File: config.mk
export PLATFORM = sky130hd
export DESIGN_NAME = pc_sequencer
export DESIGN_NICKNAME = d
export VERILOG_FILES = /design/src/rtl/pc_sequencer_pkg.sv /design/src/rtl/pc_return_stack.sv /design/src/rtl/pc_sequencer.sv
export SDC_FILE = /design/constraint.sdc
export NUM_CORES = 1
export LEC_CHECK = 0
export ABC_AREA = 1
export BUFFER_PORTS_ARGS = -buffer_cell sky130_fd_sc_hd__buf_2
export CAP_MARGIN = 20
export CORE_MARGIN = 5
export CORE_UTILIZATION = 60
export DETAILED_ROUTE_END_ITERATION = 7
export GPL_ROUTABILITY_DRIVEN = 0
export PLACE_DENSITY = 0.78
export SLEW_MARGIN = 20
export SYNTH_ARGS = -nofsm -noshare
export SYNTH_HDL_FRONTEND = slang
export SYNTH_SLANG_ARGS = --single-unit
File: constraint.sdc
create_clock -name clk -period 4.9 [get_ports clk]
set_clock_uncertainty 0.05 [all_clocks]
set_input_delay 0.735 -clock clk [delete_from_list [all_inputs] [get_ports clk]]
set_output_delay 0.735 -clock clk [all_outputs]
set_load 0.05 [all_outputs]
File: src/rtl/pc_sequencer_pkg.sv
`default_nettype none
// +--------------------------------------------------------------------+
// | pc_sequencer_pkg : op-code encodings for the program-counter seq.  |
// | rev 1.0                                                            |
// +--------------------------------------------------------------------+
package pc_sequencer_pkg;

  localparam int OP_W = 3;

  localparam logic [OP_W-1:0] OP_NOP      = 3'd0;
  localparam logic [OP_W-1:0] OP_INC      = 3'd1;
  localparam logic [OP_W-1:0] OP_LATCH_LO = 3'd2;
  localparam logic [OP_W-1:0] OP_JUMP     = 3'd3;
  localparam logic [OP_W-1:0] OP_BRANCH   = 3'd4;
  localparam logic [OP_W-1:0] OP_CALL     = 3'd5;
  localparam logic [OP_W-1:0] OP_RET      = 3'd6;
  localparam logic [OP_W-1:0] OP_RSVD     = 3'd7;

endpackage
`default_nettype wire

File: src/rtl/pc_return_stack.sv
`default_nettype none
// +--------------------------------------------------------------------+
// | pc_return_stack : LIFO of return addresses; drops illegal push/pop |
// | rev 1.0                                                            |
// +--------------------------------------------------------------------+
module pc_return_stack #(
  parameter int ADDR_W      = 16,
  parameter int STACK_DEPTH = 8
) (
  input  logic                               clk,
  input  logic                               reset,
  input  logic                               push,
  input  logic                               pop,
  input  logic [ADDR_W-1:0]                  push_data,
  output logic [ADDR_W-1:0]                  top,
  output logic [$clog2(STACK_DEPTH+1)-1:0]   depth,
  output logic                               full,
  output logic                               empty
);

  localparam int DEPTH_W = $clog2(STACK_DEPTH + 1);
  localparam int IDX_W   = (STACK_DEPTH > 1) ? $clog2(STACK_DEPTH) : 1;

  logic [ADDR_W-1:0]  mem_q [STACK_DEPTH];
  logic [DEPTH_W-1:0] depth_q;
  logic [DEPTH_W-1:0] depth_d;
  logic [IDX_W-1:0]   wr_idx;
  logic [IDX_W-1:0]   rd_idx;
  logic               do_push;
  logic               do_pop;

  always_comb begin
    full    = (depth_q == DEPTH_W'(STACK_DEPTH));
    empty   = (depth_q == '0);
    do_push = push && !full;
    do_pop  = pop && !empty;
    wr_idx  = IDX_W'(depth_q);
    rd_idx  = IDX_W'(depth_q - DEPTH_W'(1));
    depth_d = depth_q;
    if (do_push) begin
      depth_d = depth_q + DEPTH_W'(1);
    end else if (do_pop) begin
      depth_d = depth_q - DEPTH_W'(1);
    end
    // Top is only meaningful when non-empty; rd_idx wraps harmlessly otherwise.
    top   = mem_q[rd_idx];
    depth = depth_q;
  end

  always_ff @(posedge clk) begin
    if (reset) begin
      depth_q <= '0;
    end else begin
      depth_q <= depth_d;
    end
  end

  always_ff @(posedge clk) begin
    if (!reset && do_push) begin
      mem_q[wr_idx] <= push_data;
    end
  end

endmodule
`default_nettype wire

File: src/rtl/pc_sequencer.sv
`default_nettype none
// +--------------------------------------------------------------------+
// | pc_sequencer : byte-sliced program counter with call/return stack  |
// | rev 1.0                                                            |
// +--------------------------------------------------------------------+
module pc_sequencer
  import pc_sequencer_pkg::*;
#(
  parameter int                    DATA_W       = 8,
  parameter int                    STACK_DEPTH  = 8,
  parameter logic [2*DATA_W-1:0]   RESET_VECTOR = '0
) (
  input  logic                               clk,
  input  logic                               reset,
  input  logic [OP_W-1:0]                    op,
  input  logic [DATA_W-1:0]                  in,
  output logic [DATA_W-1:0]                  pc_low,
  output logic [DATA_W-1:0]                  pc_high,
  output logic [2*DATA_W-1:0]                pc,
  output logic [$clog2(STACK_DEPTH+1)-1:0]   stack_depth,
  output logic                               stack_empty,
  output logic                               stack_full,
  output logic                               stack_err
);

  localparam int ADDR_W = 2 * DATA_W;

  logic [ADDR_W-1:0] pc_q;
  logic [ADDR_W-1:0] pc_d;
  logic [DATA_W-1:0] staging_q;
  logic [DATA_W-1:0] staging_d;
  logic              err_q;
  logic              err_d;
  logic              push;
  logic              pop;
  logic [ADDR_W-1:0] pc_inc;
  logic [ADDR_W-1:0] branch_off;
  logic [ADDR_W-1:0] stk_top;
  logic              stk_full;
  logic              stk_empty;

  pc_return_stack #(
    .ADDR_W      (ADDR_W),
    .STACK_DEPTH (STACK_DEPTH)
  ) u_stack (
    .clk       (clk),
    .reset     (reset),
    .push      (push),
    .pop       (pop),
    .push_data (pc_inc),
    .top       (stk_top),
    .depth     (stack_depth),
    .full      (stk_full),
    .empty     (stk_empty)
  );

  always_comb begin
    pc_inc     = pc_q + ADDR_W'(1);
    branch_off = {{DATA_W{in[DATA_W-1]}}, in};
    pc_d       = pc_q;
    staging_d  = staging_q;
    err_d      = err_q;
    push       = 1'b0;
    pop        = 1'b0;
    case (op)
      OP_INC:      pc_d = pc_inc;
      OP_LATCH_LO: staging_d = in;
      OP_JUMP:     pc_d = {in, staging_q};
      OP_BRANCH:   pc_d = pc_inc + branch_off;
      OP_CALL: begin
        if (stk_full) begin
          err_d = 1'b1;
        end else begin
          push = 1'b1;
          pc_d = {in, staging_q};
        end
      end
      OP_RET: begin
        if (stk_empty) begin
          err_d = 1'b1;
        end else begin
          pop  = 1'b1;
          pc_d = stk_top;
        end
      end
      default: ;
    endcase
  end

  always_ff @(posedge clk) begin
    if (reset) begin
      pc_q      <= RESET_VECTOR;
      staging_q <= '0;
      err_q     <= 1'b0;
    end else begin
      pc_q      <= pc_d;
      staging_q <= staging_d;
      err_q     <= err_d;
    end
  end

  assign pc          = pc_q;
  assign pc_low      = pc_q[DATA_W-1:0];
  assign pc_high     = pc_q[ADDR_W-1:DATA_W];
  assign stack_empty = stk_empty;
  assign stack_full  = stk_full;
  assign stack_err   = err_q;

endmodule
`default_nettype wire
==> summary.txt <==
Die
  • I/O pin cnt: between 50 and 60
  • Core ar.: between 10000 and 15000 sq um
  • Die Ht: 125 um
  • Die area: around 16000 sq um
  • FP Rows: 42
  • Starting Density: 60.64%
  • Horiz. Die Dim: 125 um

Drt
  • # DRC: 0
  • Post-route ant nets: 0
  • Vias: ~6400
  • Drt total wl: 19800 um
  • WL/cell: ~18 um
  • Drt first pass iters: 6
  • Drt initial violations: 692
  • Vias/cell: ~5.9

Logic synthesis
  • Synth warn: 0
  • Register area share after synthesis: 55.76%
  • Fraction of synthesized area in multiplexers: 0%
  • Synth cell count leaders: nor2_1 (145), nand2_1 (134), edfxtp_1 (128), o21ai_0 (106), inv_1 (76)
  • Synth Register Bits: 157
  • Most common cell in the synthesized netlist: nor2_1
  • EDFF count, synth: about 130
  • Combinational family with the most area after synthesis: simple AND/OR/NAND/NOR gates
  • Post-synth top flop: edfxtp_1
  • Dominant cells by area after synthesis: edfxtp_1 (48%), dfxtp_1 (7.3%), nor2_1 (6.9%)
  • Syn avg cell area: between 9 and 10 sq um
  • Post-synthesis compound-gate area fraction: between 10% and 20%
  • Syn nets: 898
  • Simple-gate share of the synthesized area: ~18%
  • Share of synthesized registers carrying an async set or reset: 0%
  • XOR/XNOR share of the synthesized area: 1.309%
  • Synth Instances: 866
  • Adder-cell share of the synthesized area: just over 3%
  • Area share of the largest cell type after synthesis: between 40% and 50%
  • Synth area leader: edfxtp_1
  • Synth unique cells: 43
  • Mapped cell area: ~7900 sq um

Place
  • PortBufs: a little over 50
  • Placed Instances: between 1000 and 1500
  • Dpl hpwl: 12860 um

Clocking
  • Hold_buf cts: 0
  • Cells resized by post-CTS repair: 0
  • Root Driver: clkbuf_16
  • Post-CTS setup buffers: 0
  • Worst skew pair latency: between 0.4 and 0.5 ns
  • CTS tree: built
  • Clock sinks: approximately 160
  • Clock buffer depth: 2
  • H-tree levels: 4
  • Num CTS Buffers: 17
  • Clock Pin Slew Worst Setup and Hold Paths: about 0.060 ns

Power and ir drop
  • Power share of the clock group: ~36%
  • Combinational power share: between 10% and 20%
  • Seq pwr share: 45.1%
  • PD cells: between 300 and 400 nW/um^2
  • Leakage: approximately 3.5 nW
  • Int Pwr: 2.309 mW
  • Peak supply drop: 0.2689 mV
  • Sw frac: between 30% and 40%
  • NetSw: 1.051 mW

Finish
  • Layout cells sized above 1: between 10% and 20%
  • # nets final: 931
  • Area growth from synthesis to layout: 10.71%
  • Fill count: between 1000 and 1500
  • Non-filler cells, final: roughly 1100
  • ANT cells: 0

Worst setup path
  • Critical Path AT: around 3.7 ns
  • CP startpoint kind: flip-flop
  • CP Class: reg -> reg
  • Crit end category: flip-flop
  • Max FO, Critical Path: 11
  • Critical Path RT: ~5.2 ns

STA
  • Minimum clock period: between 3 and 4 ns
  • Max Slew Vio Count: 0
  • Period Utilization, post-route: 69.62%
  • Fmax: approximately 300 MHz
  • Setup violators final: 0
  • Slew at the pin closest to its max-slew limit: just over 0.9 ns
  • RSZ-0062 raised after global routing: no
  • Rel. slew slack: 37.82%
  • TNS Setup: 0 ns
  • Fin. Hold Viols: 0

GRT
  • GRT Overall Usage: 25.02%
  • Number of global-route vias before repair: approximately 5900
  • First-pass GRT wire length: slightly above 30000 um
  • Total grt overflow: 0
  • Initial antenna violation count: 0
  • Largest net degree at the start of global routing: 70

Flow run
  • Max-cap violation count: 0

Status
  • Status: completed

Hold path
  • Hold Crit Class: reg -> reg
## power by group through the flow
stage	combinational, mW	sequential (mW)	clock (mW)
final	0.639	1.52	1.21
after global routing	0.698	1.52	1.28
after CTS	0.631	1.51	1.21
after detailed placement	0.627	1.54	0
after global placement	0.618	1.54	0
after floorplan	0.432	1.60	0
## critical path, stage by stage, from the launching register on
cell	delay, ns
dfxtp_1	0.40
inv_1	0.21
nor2_1	0.15
nand2_1	0.14
xnor2_1	0.73
ha_1	0.43
a21oi_1	0.24
o21a_1	0.16
nand2_1	0.09
or2_2	0.28
nand3_1	0.07
nand3_1	0.09
o21ai_0	0.19
inv_1	0.07
## metrics by stage
step                hold WS (ns)  utilization, %  power (mW)  worst slack (ns)  area, sq um
floorplan                 0.3734               -       2.028            0.9634         7935
global placement          0.3843           63.00       2.161             1.685         8244
finish                    0.3981           67.14       3.360             1.489         8785
detailed placement        0.3906           63.00       2.170             1.586         8244
global route              0.4225           67.14       3.496             1.279         8785
CTS                       0.4007           67.14       3.352             1.555         8785
## layout make-up
type | count | area (sq um) | share of cell area, %
multi-input cells | 576 | 2934 | 33.40
inverters | 83 | 311.5 | 3.547
flip-flops and latches | 157 | 4425 | 50.38
repair buffers | 64 | 352.8 | 4.017
clock inverters | 15 | 115.1 | 1.310
clock buffers | 17 | 425.4 | 4.843
well taps | 176 | 220.2 | 2.507
## sequential cells by signal, summed over array words and instances (netlist names)
signal and flops:
u_stack.mem_q 128, pc 16, staging_q 8, u_stack.depth 4, stack_err 1
## cell usage in the layout (no fill, tap or decap), types with 4 or more instances in the layout
cell type	instances
nor3_2	4
or2_2	4
o21ai_0	106
o221ai_1	4
nand4_1	7
clkinv_1	4
ha_1	17
nand2_1	134
nand3_1	32
xor2_1	7
clkinvlp_4	5
clkbuf_16	17
edfxtp_1	128
o21ai_1	4
inv_1	76
nor3_1	6
a21oi_1	42
dfxtp_1	28
nor2_1	145
buf_4	13
o21bai_1	6
buf_2	51
o211ai_1	22
inv_2	6
## per-layer routing
metal,GRT usage [%],vias up,share of wire (%)
li1,-,3032,-
met1,34.79,2956,42
met2,38.47,329,46
met3,6.013,51,9.4
met4,9.566,0,3.0
met5,0,-,0
## cell families (layout without fill, tap and decap cells)
| kind of cell | Yosys count | in the layout |
|---|---|---|
| buf+inv | 133 | 179 |
| compound gates | 203 | 203 |
| flops | 157 | 157 |
| simple gates | 343 | 343 |
| xor+xnor | 11 | 11 |
| fa+ha+maj | 19 | 19 |
## path summary, 6_finish.rpt
path / start / endpoint / slack [ns] / cells after the start
setup / recovery: pc[0]$_SDFFE_PP0P_ / pc[8]$_SDFFE_PP0P_ / 1.49 / 13
hold / removal: stack_err$_SDFFE_PP0P_ / stack_err$_SDFFE_PP0P_ / 0.40 / 2
setup reg to reg: pc[0]$_SDFFE_PP0P_ / pc[8]$_SDFFE_PP0P_ / 1.49 / 13
hold reg to reg: stack_err$_SDFFE_PP0P_ / stack_err$_SDFFE_PP0P_ / 0.40 / 2
No activity file was read; power rests on OpenSTA's default activity.
